$ cat config.mk
export PLATFORM = sky130hd
export DESIGN_NAME = frame_buf_pingpong_flat
export DESIGN_NICKNAME = d
export VERILOG_FILES = /design/src/rtl/frame_buf_pingpong_if.sv /design/src/rtl/frame_buf_pingpong.sv /design/src/flat_wrapper.sv
export SDC_FILE = /design/constraint.sdc
export NUM_CORES = 1
export LEC_CHECK = 0
export CORE_ASPECT_RATIO = 1.1
export CORE_MARGIN = 2
export CORE_UTILIZATION = 64
export DETAILED_ROUTE_END_ITERATION = 10
export MAX_ROUTING_LAYER = met4
export PLACE_DENSITY = 0.92
export SKIP_LAST_GASP = 1
export SYNTH_ARGS = -nofsm -noshare
export SYNTH_HDL_FRONTEND = slang
export SYNTH_SLANG_ARGS = --single-unit
$ cat constraint.sdc
create_clock -name clk -period 5.3 [get_ports clk]
set_clock_uncertainty 0.1 [all_clocks]
set_input_delay 1.06 -clock clk [delete_from_list [all_inputs] [get_ports clk]]
set_output_delay 1.06 -clock clk [all_outputs]
set_load 0.01 [all_outputs]
$ cat src/rtl/frame_buf_pingpong_if.sv
// Bus bundle for the ping-pong frame buffer: writer side, reader side and status.
interface frame_buf_pingpong_if #(
  parameter int DATA_WIDTH = 16,
  parameter int ADDR_WIDTH = 3,
  parameter int CNT_WIDTH  = 8
) ();
  logic                  wr_en;
  logic [ADDR_WIDTH-1:0] wr_addr;
  logic [DATA_WIDTH-1:0] wr_data;
  logic                  wr_frame_done;
  logic                  rd_en;
  logic [ADDR_WIDTH-1:0] rd_addr;
  logic                  rd_frame_end;
  logic                  overrun_clr;
  logic [DATA_WIDTH-1:0] rd_data;
  logic                  rd_valid;
  logic                  wr_ready;
  logic                  wr_bank;
  logic                  frame_ready;
  logic                  overrun;
  logic [CNT_WIDTH-1:0]  swap_count;

  modport master (
    output wr_en, wr_addr, wr_data, wr_frame_done,
    output rd_en, rd_addr, rd_frame_end, overrun_clr,
    input  rd_data, rd_valid, wr_ready, wr_bank, frame_ready, overrun, swap_count
  );

  modport slave (
    input  wr_en, wr_addr, wr_data, wr_frame_done,
    input  rd_en, rd_addr, rd_frame_end, overrun_clr,
    output rd_data, rd_valid, wr_ready, wr_bank, frame_ready, overrun, swap_count
  );
endinterface

$ cat src/rtl/frame_buf_pingpong.sv
// Double-buffered frame memory. The writer fills the back bank, the reader
// scans the front bank, and the banks swap only on frame boundaries so the
// reader never observes a partially written frame.
module frame_buf_pingpong #(
  parameter int DATA_WIDTH = 16,
  parameter int ADDR_WIDTH = 3,
  parameter int CNT_WIDTH  = 8
) (
  input logic                 clk,
  input logic                 reset,
  frame_buf_pingpong_if.slave bus
);
  localparam int WORDS = 2 ** (ADDR_WIDTH + 1);

  typedef enum logic [1:0] {
    EMPTY   = 2'd0,
    VALID   = 2'd1,
    PENDING = 2'd2
  } state_t;

  state_t                state_q;
  state_t                state_d;
  logic                  swap;
  logic                  front_sel_q;
  logic [CNT_WIDTH-1:0]  swap_count_q;
  logic                  overrun_q;
  logic                  overrun_set;
  logic                  wr_ready;
  logic                  frame_ready;
  logic                  wr_accept;
  logic                  rd_accept;
  logic [DATA_WIDTH-1:0] mem [WORDS];
  logic [DATA_WIDTH-1:0] rd_data_p1;
  logic                  vld_p1;

  // PENDING is the only state where the back bank holds an unconsumed frame,
  // so it is the only state that refuses writes.
  assign wr_ready    = (state_q != PENDING);
  assign frame_ready = (state_q != EMPTY);
  assign wr_accept   = bus.wr_en & wr_ready;
  assign rd_accept   = bus.rd_en & frame_ready;
  assign overrun_set = ~wr_ready & (bus.wr_en | bus.wr_frame_done);

  // Next-state logic: decides when the banks swap.
  always_comb begin
    state_d = state_q;
    swap    = 1'b0;
    case (state_q)
      EMPTY: begin
        if (bus.wr_frame_done) begin
          swap    = 1'b1;
          state_d = VALID;
        end
      end
      VALID: begin
        if (bus.wr_frame_done && bus.rd_frame_end) begin
          swap = 1'b1;
        end else if (bus.wr_frame_done) begin
          state_d = PENDING;
        end
      end
      PENDING: begin
        if (bus.rd_frame_end) begin
          swap    = 1'b1;
          state_d = VALID;
        end
      end
      default: state_d = EMPTY;
    endcase
  end

  // Control registers: state, bank select, swap counter and sticky overrun.
  always_ff @(posedge clk or negedge reset) begin
    if (!reset) begin
      state_q      <= EMPTY;
      front_sel_q  <= 1'b0;
      swap_count_q <= '0;
      overrun_q    <= 1'b0;
    end else begin
      state_q <= state_d;
      if (swap) begin
        front_sel_q  <= ~front_sel_q;
        swap_count_q <= swap_count_q + 1'b1;
      end
      if (overrun_set) begin
        overrun_q <= 1'b1;
      end else if (bus.overrun_clr) begin
        overrun_q <= 1'b0;
      end
    end
  end

  // Bank storage: writes always land in the current back bank (pre-swap select).
  always_ff @(posedge clk) begin
    if (wr_accept) begin
      mem[{~front_sel_q, bus.wr_addr}] <= bus.wr_data;
    end
  end

  // Read stage p1: front bank sampled with the pre-swap select; data holds when no valid read.
  always_ff @(posedge clk or negedge reset) begin
    if (!reset) begin
      rd_data_p1 <= '0;
      vld_p1     <= 1'b0;
    end else begin
      vld_p1 <= rd_accept;
      if (rd_accept) begin
        rd_data_p1 <= mem[{front_sel_q, bus.rd_addr}];
      end
    end
  end

  assign bus.rd_data     = rd_data_p1;
  assign bus.rd_valid    = vld_p1;
  assign bus.wr_ready    = wr_ready;
  assign bus.wr_bank     = ~front_sel_q;
  assign bus.frame_ready = frame_ready;
  assign bus.overrun     = overrun_q;
  assign bus.swap_count  = swap_count_q;
endmodule
$ cat src/flat_wrapper.sv
// flat-port wrapper written by rule: the top's interface ports become plain ports
module frame_buf_pingpong_flat 
#(
  parameter int DATA_WIDTH = 16,
  parameter int ADDR_WIDTH = 3,
  parameter int CNT_WIDTH  = 8
)
  (clk, reset, bus_wr_en, bus_wr_addr, bus_wr_data, bus_wr_frame_done, bus_rd_en, bus_rd_addr, bus_rd_frame_end, bus_overrun_clr, bus_rd_data, bus_rd_valid, bus_wr_ready, bus_wr_bank, bus_frame_ready, bus_overrun, bus_swap_count);
  frame_buf_pingpong_if #(.DATA_WIDTH(DATA_WIDTH), .ADDR_WIDTH(ADDR_WIDTH), .CNT_WIDTH(CNT_WIDTH)) bus_i ();
  input logic clk;
  input logic reset;
  input wire logic [$bits(bus_i.wr_en)-1:0] bus_wr_en;
  input wire logic [$bits(bus_i.wr_addr)-1:0] bus_wr_addr;
  input wire logic [$bits(bus_i.wr_data)-1:0] bus_wr_data;
  input wire logic [$bits(bus_i.wr_frame_done)-1:0] bus_wr_frame_done;
  input wire logic [$bits(bus_i.rd_en)-1:0] bus_rd_en;
  input wire logic [$bits(bus_i.rd_addr)-1:0] bus_rd_addr;
  input wire logic [$bits(bus_i.rd_frame_end)-1:0] bus_rd_frame_end;
  input wire logic [$bits(bus_i.overrun_clr)-1:0] bus_overrun_clr;
  output wire logic [$bits(bus_i.rd_data)-1:0] bus_rd_data;
  output wire logic [$bits(bus_i.rd_valid)-1:0] bus_rd_valid;
  output wire logic [$bits(bus_i.wr_ready)-1:0] bus_wr_ready;
  output wire logic [$bits(bus_i.wr_bank)-1:0] bus_wr_bank;
  output wire logic [$bits(bus_i.frame_ready)-1:0] bus_frame_ready;
  output wire logic [$bits(bus_i.overrun)-1:0] bus_overrun;
  output wire logic [$bits(bus_i.swap_count)-1:0] bus_swap_count;
  assign bus_i.wr_en = bus_wr_en;
  assign bus_i.wr_addr = bus_wr_addr;
  assign bus_i.wr_data = bus_wr_data;
  assign bus_i.wr_frame_done = bus_wr_frame_done;
  assign bus_i.rd_en = bus_rd_en;
  assign bus_i.rd_addr = bus_rd_addr;
  assign bus_i.rd_frame_end = bus_rd_frame_end;
  assign bus_i.overrun_clr = bus_overrun_clr;
  assign bus_rd_data = bus_i.rd_data;
  assign bus_rd_valid = bus_i.rd_valid;
  assign bus_wr_ready = bus_i.wr_ready;
  assign bus_wr_bank = bus_i.wr_bank;
  assign bus_frame_ready = bus_i.frame_ready;
  assign bus_overrun = bus_i.overrun;
  assign bus_swap_count = bus_i.swap_count;
  frame_buf_pingpong #(.DATA_WIDTH(DATA_WIDTH), .ADDR_WIDTH(ADDR_WIDTH), .CNT_WIDTH(CNT_WIDTH)) u_core (.clk(clk), .reset(reset), .bus(bus_i));
endmodule
==> flow_metrics.py, run 1 <==
metrics = {
    "status": {
        "status": "finished, final reports clean",
    },
    "finish": {
        "mostFrequentLayoutCells": "256 x edfxtp_1, 54 x clkdlybuf4s50_1, 46 x mux4_2",
        "antenna_cells": 0,
        "drive_gt1_share_pct": 21.9,
        "final_common_cell": "edfxtp_1",
        "multi_input_area_um2": 2440,
        "ff_latch_area_um2": 8410,
        "nets": 609,
        "fin_util_pct": 75.0,
        "area_growth_pct": 15.3,
        "nFillCells": 871,
    },
    "hold_path": {
        "min_from": "u_core.bus.swap_count[7]",
        "min_path_type": "register to register",
    },
    "cts": {
        "numCtsBuffers": 26,
        "clk_pin_slew_ps": 60,
        "cts_setup_buffers": 0,
        "insertion_delay_ps": 530,
        "cts_root_buf": "clkbuf_16",
        "ctsResizeCount": 0,
        "clock_path_buffers": 3,
        "tritoncts": "done",
        "ctsHtreeMaxLevel": 1,
        "clkSinkCount": 285,
        "holdBufCountCts": 0,
    },
    "placed_design": {
        "routabilityCongestion": 0.796,
        "place_ws_ps": 1730,
        "port_buffers": 57,
        "hpwl_mm": 13.4,
    },
    "timing": {
        "finalHoldViolations": 0,
        "tightest_slew_ps": 1230,
        "layout_min_cycle_time_ps": 3060,
        "relSlewSlack_pct": 18.1,
        "rsz0062_at_grt": "false",
        "slew_viol_final": 0,
        "max_freq_ghz": 0.327,
        "period_share_pct": 57.8,
        "worst_slack_ps": 2240,
        "setup_viol": 0,
        "setup_tns_ps": 0,
    },
    "floorplan": {
        "fp.dieW_um": 129,
        "rows": 50,
        "die_area_um2": 18200,
        "initial_core_util_pct": 65.1,
        "core_region_area_um2": 16900,
        "die_h_um": 141,
        "pin_count": 58,
    },
    "routing": {
        "vias_per_cell": 6.91,
        "top_layer": "met4",
        "drc": 0,
        "routedWlPerCell_um": 30.2,
        "dr_wl_met2_mm": 12.4,
        "drt_wl_total_mm": 24.4,
        "detail-route-antenna-nets": 0,
        "route.layer.met1.wl_mm": 9.31,
        "wl_met3_mm": 1.89,
        "via_count": 5566,
        "drt_iter0_markers": 644,
        "dr.pass1.iters": 5,
    },
    "worst_setup_path": {
        "cp-end-kind": "output pin",
        "critPathArrivalTime_ps": 1900,
        "reg2reg_from": "u_core.state_q[1]",
        "crit_type": "register to output pin",
        "critical_path.startpoint_type": "register",
        "required_ps": 4140,
        "cp-startpoint": "u_core.state_q[0]",
        "worstPathMaxFanout": 7,
    },
    "synth": {
        "async_flop_share_pct": 10.2,
        "syn_area_um2": 11000,
        "synth_cells": 499,
        "yosysTopAreaCellShare_pct": 70.0,
        "syn-num-nets": 529,
        "ys_warn_count": 0,
        "synth-seq-area-share_pct": 76.6,
        "ys_types": 38,
        "avgSynthCellArea_um2": 22.0,
        "synth.largest_area_cell": "edfxtp_1",
        "synth_ff_type": "edfxtp_1",
        "synthTopCellsByArea": "edfxtp_1 70%, mux4_2 9.4%, dfrtp_1 6.6%",
        "synth-seq-cells": 285,
        "synth_edf_count": 256,
    },
    "grt": {
        "antenna_found_initial": 0,
        "grt_pass1_wl_mm": 35.9,
        "grt_overflow": 0,
        "track_usage_pct": 28.6,
        "grt_pass1_vias": 5683,
        "grt_max_degree": 40,
    },
    "pwr": {
        "total_power_uw": 5310,
        "leakagePower_uw": 0.00423,
        "ir_drop_v": 0.000448,
        "power.density_nw_per_um2": 419,
    },
    "job": {
        "drv_cap": 0,
    },
}
## routing by layer
layer  track usage (%)  up-vias
li1                  -     2247
met1              38.9     2922
met2              45.3      332
met3              4.45       65
met4              10.4        0
met5                 -        -
## logic make-up (layout without fill, tap and decap cells)
logic type                 after synthesis  in the layout  synth area share, %
muxes                                   98             98                 17.0
and+or+nand+nor                         41             41                 1.88
buffers and inverters                   28            127                 1.49
AOI/OAI and AO/OA                       38             38                 2.29
xor gates and xnor gates                 8              8                0.638
adders and majority gates                1              1                0.114
DFF                                    285            285                 76.6
## per-stage QoR
step           cell area, µm²  std cells  hold slack, ps
6_report                12700        806             380
5_1_grt                 12700        806             416
4_1_cts                 12700        806             379
3_5_place_dp            11800        759             371
3_3_place_gp            11800        759             360
2_1_floorplan           11000        499             408
## state kept, by name (all words and copies together), names as in the netlist
signal,count
u_core.mem,256
u_core.bus.overrun,1
u_core.bus.rd_data,16
u_core.bus.swap_count,8
u_core.front_sel_q,1
u_core.state_q,2
u_core.bus.rd_valid,1
## cell usage after synthesis (3+ instances only)
cell	n
edfxtp_1	256
mux4_2	46
dfrtp_1	29
mux4_1	18
mux2_2	17
mux2i_1	17
a22oi_1	16
nor2_1	15
o21ai_1	15
buf_2	9
clkbuf_1	7
xnor2_1	7
nand2_1	6
inv_1	4
nand4_1	4
nor3_1	4
buf_6	3
## layout make-up
class | count | share of cell area (%)
Clock buffer | 35 | 5.73
Tap cell | 208 | 2.05
Sequential cell | 285 | 66.4
Inverter | 4 | 0.118
Multi-Input combinational cell | 186 | 19.2
Clock inverter | 12 | 0.889
Timing Repair Buffer | 76 | 5.61
## final timing paths
check / endpoint / slack, ps / depth (start not counted)
min: u_core.bus.swap_count[7] / 380 / 1
min in group asynchronous: u_core.bus.rd_data[6] / 860 / 2
min reg2reg: u_core.bus.swap_count[7] / 380 / 1
max in group asynchronous: u_core.bus.rd_data[3] / 3890 / 2
max reg2reg: u_core.bus.rd_data[13] / 2430 / 4
max: bus_wr_ready / 2240 / 2
## worst max-delay path: stages (launching register included)
cell and delay, ps:
dfrtp_1 460, nand2b_1 320, clkdlybuf4s50_1 600
## power by group
| group | total [µW] | switching, µW | internal (µW) |
|---|---|---|---|
| logic | 742 | 391 | 350 |
| clock network | 1820 | 761 | 1060 |
| registers | 2750 | 138 | 2610 |
| total | 5310 | 1290 | 4020 |
Power figures use the tool's default switching activity.
==> inputs of run 2 (changes only) <==
--- a/config.mk
+++ b/config.mk
@@ -7,10 +7,10 @@
 export LEC_CHECK = 0
 export CORE_ASPECT_RATIO = 1.1
 export CORE_MARGIN = 2
-export CORE_UTILIZATION = 64
+export CORE_UTILIZATION = 59
 export DETAILED_ROUTE_END_ITERATION = 10
 export MAX_ROUTING_LAYER = met4
-export PLACE_DENSITY = 0.92
+export PLACE_DENSITY = 0.87
 export SKIP_LAST_GASP = 1
 export SYNTH_ARGS = -nofsm -noshare
 export SYNTH_HDL_FRONTEND = slang
==> constraint.sdc (replaced) <==
create_clock -name clk -period 3.1 [get_ports clk]
set_clock_uncertainty 0.1 [all_clocks]
set_input_delay 0.62 -clock clk [delete_from_list [all_inputs] [get_ports clk]]
set_output_delay 0.62 -clock clk [all_outputs]
set_load 0.01 [all_outputs]
==> run 2 against run 1 <==
First-iteration DRC count is 23% higher. Clock power increased by 81%. Via count about the same. Worst hold slack lost 3.2 ps. Sequential share of layout area is 1.0 points lower. Die area grew 8.2%. Highest routed layer unchanged.
==> flow_metrics.py, run 2 (synthesis gave the netlist of run 1 again) <==
metrics = {
    "status": {
        "status": "finished, final reports clean",
    },
    "floorplan": {
        "core_region_area_um2": 18300,
        "rows": 52,
        "pin_count": 58,
        "initial_core_util_pct": 59.9,
        "fp.dieW_um": 134,
        "die_h_um": 147,
        "die_area_um2": 19700,
    },
    "worst_setup_path": {
        "crit_type": "register to output pin",
        "cp-end-kind": "output pin",
        "worstPathMaxFanout": 7,
        "critPathArrivalTime_ps": 1830,
        "required_ps": 2380,
        "path_cells": "nand2b_1 -> clkdlybuf4s50_1",
        "slowest_stage": "clkdlybuf4s50_1",
        "r2r_slack_ps": 940,
        "critical_path.startpoint_type": "register",
        "max_stage_delay_ps": 580,
    },
    "routing": {
        "via_count": 5567,
        "detail-route-antenna-nets": 0,
        "drt_wl_total_mm": 24.0,
        "drc": 0,
        "routedWlPerCell_um": 28.1,
        "dr.pass1.iters": 5,
        "drt_iter0_markers": 794,
        "vias_per_cell": 6.53,
    },
    "cts": {
        "cts_root_buf": "clkbuf_16",
        "ctsHtreeMaxLevel": 1,
        "numCtsBuffers": 26,
        "clk_pin_slew_ps": 60,
        "clkSinkCount": 285,
        "holdBufCountCts": 0,
        "insertion_delay_ps": 530,
        "cts_setup_buffers": 0,
        "tritoncts": "done",
        "clock_path_buffers": 3,
        "ctsResizeCount": 0,
    },
    "hold_path": {
        "min_path_type": "register to register",
    },
    "finish": {
        "drive_gt1_share_pct": 23.6,
        "mostFrequentLayoutCells": "256 x edfxtp_1, 54 x clkdlybuf4s50_1, 46 x mux4_2",
        "area_growth_pct": 17.1,
        "final_common_cell": "edfxtp_1",
        "regMostFlops": "u_core.mem",
        "largest_reg_flops": 256,
        "antenna_cells": 0,
        "nets": 620,
        "finalNonFillerCells": 853,
    },
    "pwr": {
        "total_power_uw": 9220,
        "ir_drop_v": 0.000542,
        "power.density_nw_per_um2": 716,
        "leakagePower_uw": 0.00432,
    },
    "timing": {
        "finalHoldViolations": 0,
        "setup_viol": 0,
        "relSlewSlack_pct": 62.0,
        "layout_min_cycle_time_ps": 2550,
        "tightest_slew_ps": 568,
        "setup_tns_ps": 0,
        "max_freq_ghz": 0.393,
        "period_share_pct": 82.1,
        "rsz0062_at_grt": "false",
        "slew_viol_final": 0,
        "holdWs_ps": 377,
        "worst_slack_ps": 555,
    },
    "placed_design": {
        "post-place-cells": 805,
        "place_ws_ps": 543,
        "hpwl_mm": 13.0,
        "port_buffers": 57,
        "routabilityCongestion": 0.797,
    },
    "grt": {
        "grt_pass1_vias": 5851,
        "grt_overflow": 0,
        "track_usage_pct": 25.8,
        "grt_max_degree": 54,
        "antenna_found_initial": 0,
        "grt_pass1_wl_mm": 36.1,
    },
    "job": {
        "drv_cap": 0,
    },
}
==> run 2: worst paths after layout <==
kind,from,end,depth (start not counted)
worst min register to register,u_core.bus.swap_count[7],u_core.bus.swap_count[7],1
max in group asynchronous,reset,u_core.bus.rd_data[3],2
min in group asynchronous,reset,u_core.bus.swap_count[5],2
worst max register to register,u_core.state_q[0],u_core.mem[4][3],5
worst min-delay path,u_core.bus.swap_count[7],u_core.bus.swap_count[7],1
worst max-delay path,u_core.state_q[0],bus_wr_ready,2
==> run 2: layout make-up <==
class                      count  area (µm²)
sequential                   285        8410
clock inverter                12         146
clock buffer                  36         739
tap                          243         304
inverter                       4        15.0
timing repair buffer          87         818
fill                        1041        5480
multi-input combinational    186        2430
==> run 2: report_power, final <==
group / internal, µW / total, µW / leakage, µW / switching (µW)
Clock: 1920 / 3290 / 0.000430 / 1370
Combinational: 616 / 1250 / 0.00122 / 636
Sequential: 4470 / 4670 / 0.00267 / 204
Total: 7010 / 9220 / 0.00432 / 2210
==> run 2: metrics by stage <==
step,utilization [%],cell area [µm²]
2_1_floorplan,-,11000
3_3_place_gp,65.3,12000
3_5_place_dp,65.3,12000
4_1_cts,70.1,12900
5_1_grt,70.1,12900
6_report,70.1,12900
==> run 2: routing by layer <==
| layer | part of all wire, % | wire length, µm | GRT usage (%) |
|---|---|---|---|
| met2 | 51 | 12300 | 41.5 |
| met1 | 38 | 9010 | 34.8 |
| met3 | 8.6 | 2070 | 4.28 |
| met5 | 0 | 0 | - |
| met4 | 2.7 | 641 | 7.95 |
==> run 2: worst max-delay path, delay by kind of cell, from the launching register on <==
family	cells	cell delay [ps]
flops	1	450
simple gates	1	270
buf+inv	1	580
==> inputs of run 3 (changes only) <==
==> constraint.sdc (replaced) <==
create_clock -name clk -period 2.65 [get_ports clk]
set_clock_uncertainty 0.1 [all_clocks]
set_input_delay 0.53 -clock clk [delete_from_list [all_inputs] [get_ports clk]]
set_output_delay 0.53 -clock clk [all_outputs]
set_load 0.01 [all_outputs]
==> run 3 against run 2 <==
Sequential cell count did not move. Clock power rose by 27%. Non-clock buffer count rose by 3. Critical path type unchanged.
==> flow_metrics.py, run 3 (synthesis gave the netlist of run 1 again) <==
metrics = {
    "status": {
        "status": "finished, final reports clean",
    },
    "cts": {
        "numCtsBuffers": 26,
        "insertion_delay_ps": 540,
        "clk_pin_slew_ps": 70,
        "tritoncts": "done",
        "clkSinkCount": 285,
        "holdBufCountCts": 0,
        "clock_path_buffers": 3,
        "ctsResizeCount": 0,
        "cts_setup_buffers": 0,
        "ctsHtreeMaxLevel": 1,
        "cts_root_buf": "clkbuf_16",
    },
    "grt": {
        "grt_pass1_vias": 5879,
        "antenna_found_initial": 0,
        "grt_max_degree": 30,
        "grt_pass1_wl_mm": 36.2,
        "grt_overflow": 0,
        "track_usage_pct": 26.2,
    },
    "routing": {
        "drt_wl_total_mm": 24.0,
        "detail-route-antenna-nets": 0,
        "vias_per_cell": 6.38,
        "drc": 0,
        "dr.pass1.iters": 4,
        "drt_iter0_markers": 568,
        "via_count": 5465,
        "routedWlPerCell_um": 28.0,
    },
    "placed_design": {
        "place_ws_ps": 256,
        "port_buffers": 57,
        "hpwl_mm": 13.3,
        "routabilityCongestion": 0.825,
    },
    "floorplan": {
        "die_h_um": 147,
        "rows": 52,
        "fp.dieW_um": 134,
        "core_region_area_um2": 18300,
        "initial_core_util_pct": 59.9,
        "pin_count": 58,
        "die_area_um2": 19700,
    },
    "finish": {
        "nFillCells": 1033,
        "antenna_cells": 0,
        "drive_gt1_share_pct": 25.9,
        "mostFrequentLayoutCells": "256 x edfxtp_1, 54 x clkdlybuf4s50_1, 46 x mux4_2",
        "regMostFlops": "u_core.mem",
        "final_common_cell": "edfxtp_1",
        "area_growth_pct": 19.8,
        "nets": 623,
        "largest_reg_flops": 256,
    },
    "worst_setup_path": {
        "cp-end-kind": "output pin",
        "required_ps": 2020,
        "r2r_cells": 5,
        "crit_type": "register to output pin",
        "critPathArrivalTime_ps": 1830,
        "critical_path.startpoint_type": "register",
        "r2r_slack_ps": 600,
        "worstPathMaxFanout": 7,
        "rr_endpoint": "u_core.mem[12][11]",
        "reg2reg_from": "u_core.state_q[0]",
    },
    "timing": {
        "tightest_slew_ps": 591,
        "slew_viol_final": 0,
        "max_freq_ghz": 0.407,
        "layout_min_cycle_time_ps": 2460,
        "period_share_pct": 92.7,
        "worst_slack_ps": 192,
        "rsz0062_at_grt": "false",
        "relSlewSlack_pct": 60.5,
        "setup_tns_ps": 0,
        "setup_viol": 0,
        "finalHoldViolations": 0,
    },
    "hold_path": {
        "min_path_type": "primary input to asynchronous set/reset pin",
    },
    "pwr": {
        "leakagePower_uw": 0.00441,
        "ir_drop_v": 0.000667,
        "power.density_nw_per_um2": 848,
    },
    "job": {
        "drv_cap": 0,
    },
}
[run 3: cell types whose count changed in the layout (fill, tap and decap cells not counted), moves of 3 or more]
cell / delta
buf_4: -11
bufinv_16: +4
buf_12: +14
clkbuf_1: -6
nor2_1: -10
nor2_2: +10
clkinv_1: +4
clkbuf_8: -3
[run 3: worst max-delay path by stage]
stage                      startpoint           endpoint  cells past startpoint
finish              u_core.state_q[0]       bus_wr_ready                      2
global route        u_core.state_q[0]       bus_wr_ready                      2
CTS                 u_core.state_q[0]       bus_wr_ready                      2
detailed placement          bus_wr_en  u_core.mem[12][1]                      5
global placement            bus_wr_en  u_core.mem[12][9]                      5
floorplan           u_core.state_q[1]   u_core.mem[0][0]                      6
[run 3: power by group]
part / internal (µW) / total, µW / leakage, µW / switching, µW
clock network: 2530 / 4180 / 0.000467 / 1650
registers: 5220 / 5470 / 0.00267 / 242
logic: 755 / 1520 / 0.00127 / 761
total: 8510 / 11200 / 0.00441 / 2650
[run 3: metal layers]
layer	vias to the layer above	wire [µm]	global-route usage [%]
li1	2283	-	-
met1	2865	9250	33.9
met2	251	12100	41.7
met3	66	1570	4.49
met4	0	1050	11.4
met5	-	0	-
[run 3: cell type report]
type / count / area (µm²) / share of cell area [%]
clock buffer: 27 / 676 / 5.13
clock inverter: 21 / 283 / 2.15
inverter: 4 / 15.0 / 0.114
multi-input combinational: 186 / 2460 / 18.7
sequential: 285 / 8410 / 63.9
tap: 243 / 304 / 2.31
timing repair buffer: 90 / 1020 / 7.72
[run 3: worst max-delay path, stage by stage, from the launching register on]
cell,delay (ps)
dfrtp_1,440
nand2b_1,270
clkdlybuf4s50_1,580
[run 3: stage by stage]
| step | total power (µW) | instance area, µm² | hold WS [ps] | instances | utilization [%] |
|---|---|---|---|---|---|
| 3_3_place_gp | 6970 | 12200 | 366 | 808 | 66.5 |
| 5_1_grt | 11500 | 13200 | 347 | 856 | 71.7 |
| 2_1_floorplan | 6200 | 11000 | 134 | 499 | - |
| 3_5_place_dp | 7050 | 12200 | 362 | 808 | 66.5 |
| 6_report | 11200 | 13200 | 319 | 856 | 71.7 |
| 4_1_cts | 11200 | 13200 | 322 | 856 | 71.7 |
